===== config.mk =====
export PLATFORM = sky130hd
export DESIGN_NAME = bram_port_arbiter
export DESIGN_NICKNAME = d
export VERILOG_FILES = /design/src/rtl/bram_arb_pkg.sv /design/src/rtl/bram_arb_rr.sv /design/src/rtl/bram_port_arbiter.sv
export SDC_FILE = /design/constraint.sdc
export NUM_CORES = 1
export LEC_CHECK = 0
export BUFFER_PORTS_ARGS = -buffer_cell sky130_fd_sc_hd__buf_4
export CORE_AREA = 2 2 95 97
export CTS_CLUSTER_SIZE = 16
export DETAILED_ROUTE_END_ITERATION = 10
export DIE_AREA = 0 0 97 99
export GPL_TIMING_DRIVEN = 0
export PLACE_DENSITY = 0.73
export SYNTH_ARGS = -nofsm -noshare
export SYNTH_HDL_FRONTEND = slang
export SYNTH_HIERARCHICAL = 1
export SYNTH_SLANG_ARGS = --single-unit

===== constraint.sdc =====
create_clock -name clock -period 2.3 [get_ports clock]
set_input_delay 0.345 -clock clock [delete_from_list [all_inputs] [get_ports clock]]
set_output_delay 0.345 -clock clock [all_outputs]
set_load 0.01 [all_outputs]

===== src/rtl/bram_arb_pkg.sv =====
// Shared types and default widths for the bram_port_arbiter slice.
package bram_arb_pkg;
   localparam int ADDR_W_DEF = 12;
   localparam int DATA_W_DEF = 32;
   localparam int STRB_W_DEF = DATA_W_DEF / 8;

   typedef logic req_id_t;

   typedef struct packed {
      logic [STRB_W_DEF-1:0] we;
      logic [ADDR_W_DEF-1:0] addr;
      logic [DATA_W_DEF-1:0] wdata;
   } bram_req_t;

   typedef struct packed {
      logic    valid;
      req_id_t id;
   } rsp_entry_t;
endpackage


===== src/rtl/bram_arb_rr.sv =====
// Two-way round-robin picker: valids plus priority pointer give a one-hot grant and the next pointer.
module bram_arb_rr
   import bram_arb_pkg::*;
(
   input  logic [1:0] req_valid,
   input  req_id_t    ptr,
   output logic [1:0] grant,
   output req_id_t    next_ptr
);

   always_comb begin
      grant    = 2'b00;
      next_ptr = ptr;
      case (req_valid)
         2'b01:   grant = 2'b01;
         2'b10:   grant = 2'b10;
         2'b11:   grant = ptr ? 2'b10 : 2'b01;
         default: grant = 2'b00;
      endcase
      // The loser of this cycle gets priority next time.
      if (grant[0])
         next_ptr = 1'b1;
      else if (grant[1])
         next_ptr = 1'b0;
   end

endmodule


===== src/rtl/bram_port_arbiter.sv =====
// Two-requester arbiter in front of a single BRAM port (1-cycle read latency).
// Optional performance counters are enabled with `define BRAM_ARB_PERF_EN.
module bram_port_arbiter
   import bram_arb_pkg::*;
#(
   parameter int ADDR_W = ADDR_W_DEF,
   parameter int DATA_W = DATA_W_DEF,
   parameter int STRB_W = DATA_W / 8
) (
   input  logic              clock,
   input  logic              reset,
   input  logic              r0_req_valid,
   output logic              r0_req_ready,
   input  logic [STRB_W-1:0] r0_req_we,
   input  logic [ADDR_W-1:0] r0_req_addr,
   input  logic [DATA_W-1:0] r0_req_wdata,
   output logic              r0_rsp_valid,
   output logic [DATA_W-1:0] r0_rsp_rdata,
   input  logic              r1_req_valid,
   output logic              r1_req_ready,
   input  logic [STRB_W-1:0] r1_req_we,
   input  logic [ADDR_W-1:0] r1_req_addr,
   input  logic [DATA_W-1:0] r1_req_wdata,
   output logic              r1_rsp_valid,
   output logic [DATA_W-1:0] r1_rsp_rdata,
   output logic              bram_en,
   output logic [STRB_W-1:0] bram_we,
   output logic [ADDR_W-1:0] bram_addr,
   output logic [DATA_W-1:0] bram_wrdata,
   input  logic [DATA_W-1:0] bram_rddata
`ifdef BRAM_ARB_PERF_EN
   ,
   output logic [31:0]       perf_grant0,
   output logic [31:0]       perf_grant1,
   output logic [31:0]       perf_conflict
`endif
);

   req_id_t           ptr_q;
   req_id_t           ptr_nxt;
   logic [1:0]        grant;
   logic [1:0]        grant_eff;
   logic              xfer;
   req_id_t           sel_id;
   logic [STRB_W-1:0] sel_we;
   logic [ADDR_W-1:0] sel_addr;
   logic [DATA_W-1:0] sel_wdata;
   rsp_entry_t        pipe_p1;
   rsp_entry_t        pipe_p2;

   bram_arb_rr u_rr (
      .req_valid ({r1_req_valid, r0_req_valid}),
      .ptr       (ptr_q),
      .grant     (grant),
      .next_ptr  (ptr_nxt)
   );

   assign grant_eff    = grant & {2{~reset}};
   assign r0_req_ready = grant_eff[0];
   assign r1_req_ready = grant_eff[1];
   assign xfer         = |grant_eff;

   assign sel_id    = grant_eff[1];
   assign sel_we    = sel_id ? r1_req_we    : r0_req_we;
   assign sel_addr  = sel_id ? r1_req_addr  : r0_req_addr;
   assign sel_wdata = sel_id ? r1_req_wdata : r0_req_wdata;

   // p1: issue stage toward the BRAM, p2: BRAM read data is present
   always_ff @(posedge clock or posedge reset) begin
      if (reset) begin
         ptr_q       <= 1'b0;
         bram_en     <= 1'b0;
         bram_we     <= '0;
         bram_addr   <= '0;
         bram_wrdata <= '0;
         pipe_p1     <= '0;
         pipe_p2     <= '0;
      end else begin
         ptr_q         <= ptr_nxt;
         bram_en       <= xfer;
         bram_we       <= xfer ? sel_we : '0;
         if (xfer) begin
            bram_addr   <= sel_addr;
            bram_wrdata <= sel_wdata;
         end
         pipe_p1.valid <= xfer && (sel_we == '0);
         pipe_p1.id    <= sel_id;
         pipe_p2       <= pipe_p1;
      end
   end

   assign r0_rsp_valid = pipe_p2.valid && (pipe_p2.id == 1'b0);
   assign r1_rsp_valid = pipe_p2.valid && (pipe_p2.id == 1'b1);
   assign r0_rsp_rdata = r0_rsp_valid ? bram_rddata : '0;
   assign r1_rsp_rdata = r1_rsp_valid ? bram_rddata : '0;

`ifdef BRAM_ARB_PERF_EN
   logic [31:0] perf_g0_q;
   logic [31:0] perf_g1_q;
   logic [31:0] perf_cf_q;

   function automatic logic [31:0] sat_inc(input logic [31:0] v, input logic en);
      return (en && (v != 32'hFFFF_FFFF)) ? v + 32'd1 : v;
   endfunction

   always_ff @(posedge clock or posedge reset) begin
      if (reset) begin
         perf_g0_q <= '0;
         perf_g1_q <= '0;
         perf_cf_q <= '0;
      end else begin
         perf_g0_q <= sat_inc(perf_g0_q, grant_eff[0]);
         perf_g1_q <= sat_inc(perf_g1_q, grant_eff[1]);
         perf_cf_q <= sat_inc(perf_cf_q, r0_req_valid & r1_req_valid);
      end
   end

   assign perf_grant0   = perf_g0_q;
   assign perf_grant1   = perf_g1_q;
   assign perf_conflict = perf_cf_q;
`endif

endmodule


==> results of run 1 <==
cell type report:
cell class,count,area share
buffer,24,0.0293
clock buffer,5,0.0138
clock inverter,2,0.00276
inverter,3,0.00226
multi-input combinational,217,0.277
sequential,54,0.271
tap,108,0.0271
timing repair buffer,249,0.377
state kept, by name, indices dropped and copies added, names as in the netlist:
register and count:
pipe_p1 2, bram_addr 12, ptr_q 1, pipe_p2 2, bram_en 1, bram_we 4, bram_wrdata 32
cell usage after synthesis (all sizes together):
cell type and instances:
buf 13, nor3 1, a21oi 1, o21ai 44, mux2i 45, nor4 2, nor2b 2, and2 34
o221a 1, nor2 3, a21boi 2, and2b 1, nand2b 1, dfrtp 54, clkbuf 11, nand2 44
inv 3, and3 32, a22o 3, nor3b 1
through the flow:
| step | worst slack [ns] | instances | instance area (um2) | TNS, ns | power (uW) |
|---|---|---|---|---|---|
| detailed placement | 0.372 | 655 | 4900 | 0 | 2100 |
| CTS | 0.0625 | 662 | 4990 | 0 | 2630 |
| global placement | -0.325 | 654 | 4880 | -8.96 | 2080 |
| finish | 0.195 | 662 | 4990 | 0 | 2600 |
| global route | 0.0241 | 662 | 4990 | 0 | 2760 |
| floorplan | 0.365 | 298 | 2890 | 0 | 1570 |
power breakdown:
part / total [uW] / switching [uW] / internal (uW)
sequential: 1200 / 92.7 / 1110
combinational: 875 / 387 / 487
clock: 527 / 315 / 211
total: 2600 / 795 / 1810
worst max-delay path by stage:
stage | startpoint | to | slack [ns] | cells after the start
6_report | ptr_q | r0_req_ready | 0.19 | 5
5_1_grt | ptr_q | r1_req_ready | 0.02 | 7
4_1_cts | ptr_q | r1_req_ready | 0.06 | 7
3_5_place_dp | r1_req_valid | r1_req_ready | 0.37 | 7
3_3_place_gp | reset | pipe_p1[1] | -0.33 | 3
2_1_floorplan | reset | pipe_p1[1] | 0.36 | 2
cells by family (layout without fill, tap and decap cells):
group / Yosys count / after routing / share of synthesized area
buffers and inverters: 27 / 283 / 0.0546
AO/OA/AOI/OAI: 51 / 51 / 0.0962
AND/OR/NAND/NOR: 121 / 121 / 0.225
multiplexers: 45 / 45 / 0.156
flip-flops: 54 / 54 / 0.468
metal layers:
metal | wire length (um) | vias to the layer above
li1 | - | 1526
met3 | 902 | 22
met2 | 5820 | 150
met1 | 3860 | 1456
met4 | 336 | 0
met5 | 0 | -
==> key figures, run 1 <==
Outcome
  – Status: finished clean

Critical path
  – Most common cell on crit path: buf_4
  – Critical Path End Type: output pin
  – CP max FO: 10
  – End of the worst register-to-register path: bram_wrdata[14]
  – Flop2flop setup slack: 0.57 ns
  – Arrival time worst endpoint: 1.76 ns
  – CP peak stage delay: 0.41 ns
  – CP max-delay cell: dfrtp_1
  – Worst EP required: 1.96 ns
  – Critical path launch point type: flip-flop
  – Cells along the critical path: a21boi_0 -> nor2b_1 -> buf_4 -> buf_6 -> buf_4
  – Buffers plus inverters on the worst setup path: 3
  – CP top delay family: buffers and inverters
  – FF-to-FF path depth: 6
  – Critical path class: reg2out
  – Reg2reg start: ptr_q

Detailed routing
  – Routed WL: 10.9 mm
  – DRT Pass-1 Iters: 4
  – Routed WL per cell: 16.5 um
  – Via-per-instance ratio: 4.76
  – DRC viols: 0
  – DR iter-0 viols: 67
  – Vias: 3154
  – Final ANT Viol Nets: 0

Power
  – Lkg Pwr: 0.00266 uW
  – Maximum vdd drop: 308 uV
  – Pwr Density: 521 nW/um2

CTS
  – # H-tree levels: 2
  – Reg clk slew, reported paths: 0.10 ns
  – Hold_buf cts: 0
  – Resized cells post-CTS: 0
  – Clk_lat worst skew: 0.31 ns
  – Number of post-CTS setup repair buffers: 0
  – Cts bufs inserted: 5
  – Root Buffer: clkbuf_8
  – CTS max path bufs: 2
  – CTS sink cnt: 54
  – CTS tree: yes

Die
  – IO Count: 249
  – Die X: 97 um
  – Full die area: 9600 um2
  – Initial Util: 0.338
  – CORE AREA: 8550 um2
  – Die Y: 99 um
  – Row count: 34

Yosys
  – Area leader, netlist: dfrtp_1
  – YS warnings: 6
  – Area contributors post-synth: dfrtp_1 (47%), mux2i_1 (16%), o21ai_1 (7.6%)
  – Sequential share of the synthesized area: 0.468
  – Yosys top cell area share: 0.468
  – Post-Syn Area: 2890 um2
  – Syn Area/Cell: 9.69 um2
  – Cells after Synth: 298
  – Syn_nets: 430
  – Yosys reg bits: 54
  – Distinct cells, synth: 25

Layout
  – Multi-input gate area: 1380 um2
  – Most frequent cells in the layout: buf_4 (249), dfrtp_1 (54), mux2i_1 (45), nand2_1 (44), o21ai_1 (44)
  – Synth-to-Final Area Change: 72.9%
  – Commonest non-fill, non-tap cell in the layout: buf_4
  – Fillers: 789
  – FF/Latch Area: 1350 um2
  – Final Core Density: 0.584
  – Share of cells above drive strength 1: 0.496
  – # nets final: 686
  – Diodes inserted: 0

Placed design
  – Dpl hpwl: 8.97 mm
  – IO buf count: 248
  – RePlAce Congestion: 1.01

Global route
  – First-pass GRT wire length: 16.8 mm
  – Initial antenna violation count: 0
  – GRT busiest layer: met2
  – Met1 Track Usage GR: 0.236
  – Grt total ovfl: 0
  – GRT Overall Usage: 0.220
  – Pin count of the biggest net entering global routing: 37
  – Met2 Use GR: 0.414
  – Vias in the first global route: 3196
  – Global routing usage on met3: 0.0638

STA
  – Unrepaired setup endpoints after global routing: false
  – Min Hold Slack: 0.0547 ns
  – Final period util: 0.915
  – Period minus WS final: 2.11 ns
  – Clock Skews: 0.0177 ns
  – Final Hold Violating Endpoints: 0
  – Slew HR: 0.702
  – Max Freq: 475 MHz
  – Setup violators final: 0
  – Least-Margin Pin Slew: 0.447 ns
  – Final count of pins violating max slew: 0

Job
  – Number of max-cap violations: 0

Worst hold path
  – HP Class: in2async
(Power assumes the default switching activity.)
==> inputs of run 2 (changes only) <==
CORE_AREA = 2 2 96 98   (was 2 2 95 97)
DIE_AREA = 0 0 98 100   (was 0 0 97 99)
PLACE_DENSITY = 0.71   (was 0.73)
RECOVER_POWER = 50   (was default)
clock period = 2.15 ns   (was 2.3 ns; I/O delays follow)
==> key figures, run 2 (same netlist as run 1, synthesis figures left out) <==
Detailed routing
  – Final ANT Viol Nets: 0
  – Routed WL: 10.7 mm
  – Via-per-instance ratio: 4.76
  – DRC viols: 0
  – DRT Pass-1 Iters: 7
  – Routed WL per cell: 16.1 um
  – DR iter-0 viols: 76
  – Vias: 3163

Die
  – Full die area: 9800 um2
  – Die Y: 100 um
  – Row count: 35
  – IO Count: 249
  – Initial Util: 0.325
  – CORE AREA: 8890 um2
  – Die X: 98 um

Critical path
  – Reg2reg start: ptr_q
  – Critical path class: reg2out
  – Worst Setup SP: ptr_q
  – FF-to-FF path depth: 6
  – End of the worst register-to-register path: bram_wrdata[11]
  – Critical Path End Type: output pin
  – Critical path launch point type: flip-flop
  – Arrival time worst endpoint: 1.69 ns
  – CP Capture Point: r0_req_ready
  – Flop2flop setup slack: 0.48 ns
  – CP max FO: 10
  – Worst EP required: 1.83 ns

Power
  – Share of power burned in registers: 0.487
  – Psw: 841 uW
  – Clk pwr share: 0.212
  – Design internal power: 1790 uW
  – Lkg Pwr: 0.00245 uW
  – Maximum vdd drop: 277 uV
  – Pwr Density: 552 nW/um2
  – Final Power: 2640 uW
  – Combinational share of power: 0.301
  – Sw frac: 0.319

CTS
  – # H-tree levels: 2
  – CTS max path bufs: 2
  – Number of post-CTS setup repair buffers: 0
  – Root Buffer: clkbuf_8
  – Resized cells post-CTS: 1
  – Reg clk slew, reported paths: 0.09 ns
  – CTS tree: yes
  – CTS sink cnt: 54
  – Hold_buf cts: 0
  – Clk_lat worst skew: 0.30 ns
  – Cts bufs inserted: 5

STA
  – Final count of pins violating max slew: 0
  – Slew HR: 0.349
  – Setup violators final: 0
  – Least-Margin Pin Slew: 0.976 ns
  – Period minus WS final: 2.02 ns
  – Max Freq: 496 MHz
  – Final Hold Violating Endpoints: 0
  – Final period util: 0.938
  – Unrepaired setup endpoints after global routing: false
  – Clock Skews: 0.00736 ns

Layout
  – Max FFs per register: 32
  – Final Core Density: 0.537
  – Top Registers: bram_wrdata (32), bram_addr (12), bram_we (4)
  – Diodes inserted: 0
  – FF/Latch Area: 1350 um2
  – Synth-to-Final Area Change: 65.4%
  – Top reg by flops: bram_wrdata
  – Most frequent cells in the layout: buf_4 (196), clkbuf_1 (64), dfrtp_1 (54), mux2i_1 (45)
  – Multi-input gate area: 1380 um2
  – Fillers: 896
  – Commonest non-fill, non-tap cell in the layout: buf_4
  – # nets final: 685
  – Share of cells above drive strength 1: 0.398

Worst hold path
  – HP Class: in2reg

Global route
  – First-pass GRT wire length: 16.4 mm
  – Pin count of the biggest net entering global routing: 31
  – Grt total ovfl: 0
  – Initial antenna violation count: 0
  – GRT Overall Usage: 0.210
  – Vias in the first global route: 3109

Job
  – Number of max-cap violations: 0

Placed design
  – IO buf count: 248
  – RePlAce Congestion: 0.943
  – Dpl hpwl: 8.71 mm

Outcome
  – Status: finished clean
-- run 2: changes by cell type in the layout (fill, tap and decap cells not counted), sizes merged --
cell,previous run,this run
buf,262,207
clkbuf,16,70
-- run 2: through the flow --
stage | hold slack (ns) | instance area, um2 | setup slack (ns) | setup TNS (ns) | cells
CTS | 0.107 | 4990 | 0.0339 | 0 | 665
floorplan | 0.331 | 2890 | 0.237 | 0 | 298
global route | 0.185 | 4770 | 0.0120 | 0 | 664
detailed placement | 0.335 | 4910 | 0.276 | 0 | 658
global placement | 0.334 | 4890 | -0.423 | -14.86 | 657
finish | 0.197 | 4770 | 0.133 | 0 | 664
-- run 2: cell type report --
cell class	count	area share
Buffer	23	0.0296
Clock buffer	5	0.0144
Tap cell	111	0.0291
Timing Repair Buffer	249	0.349
Sequential cell	54	0.283
Inverter	3	0.00236
Clock inverter	2	0.00288
Multi-Input combinational cell	217	0.289
-- run 2: power by group through the flow --
stage	sequential (uW)	clock, uW	combinational, uW
floorplan	1370	0	306
global placement	1300	0	920
detailed placement	1300	0	945
CTS	1290	577	944
global route	1310	623	874
finish	1280	559	794
-- run 2: worst max-delay path: stages (launching register included) --
cell	delay, ns
dfrtp_1	0.41
a21boi_1	0.24
nor2b_1	0.16
buf_4	0.23
buf_6	0.20
buf_4	0.14
-- run 2: how the worst min path moves through the flow --
stage / startpoint / endpoint / slack (ns) / cells after the start
4_1_cts: reset / bram_wrdata[11] / 0.11 / 2
5_1_grt: r1_req_valid / ptr_q / 0.19 / 2
6_report: r1_req_valid / ptr_q / 0.20 / 2
3_3_place_gp: pipe_p1[1] / pipe_p2[1] / 0.33 / 0
3_5_place_dp: pipe_p1[1] / pipe_p2[1] / 0.33 / 0
2_1_floorplan: pipe_p1[0] / pipe_p2[0] / 0.33 / 0
-- run 2: layer usage --
layer / GRT usage / up-vias / wire [um]
met5: 0 / - / 0
li1: - / 1521 / -
met1: 0.252 / 1468 / 4240
met3: 0.0536 / 9 / 845
met2: 0.383 / 165 / 5460
met4: 0.0427 / 0 / 127
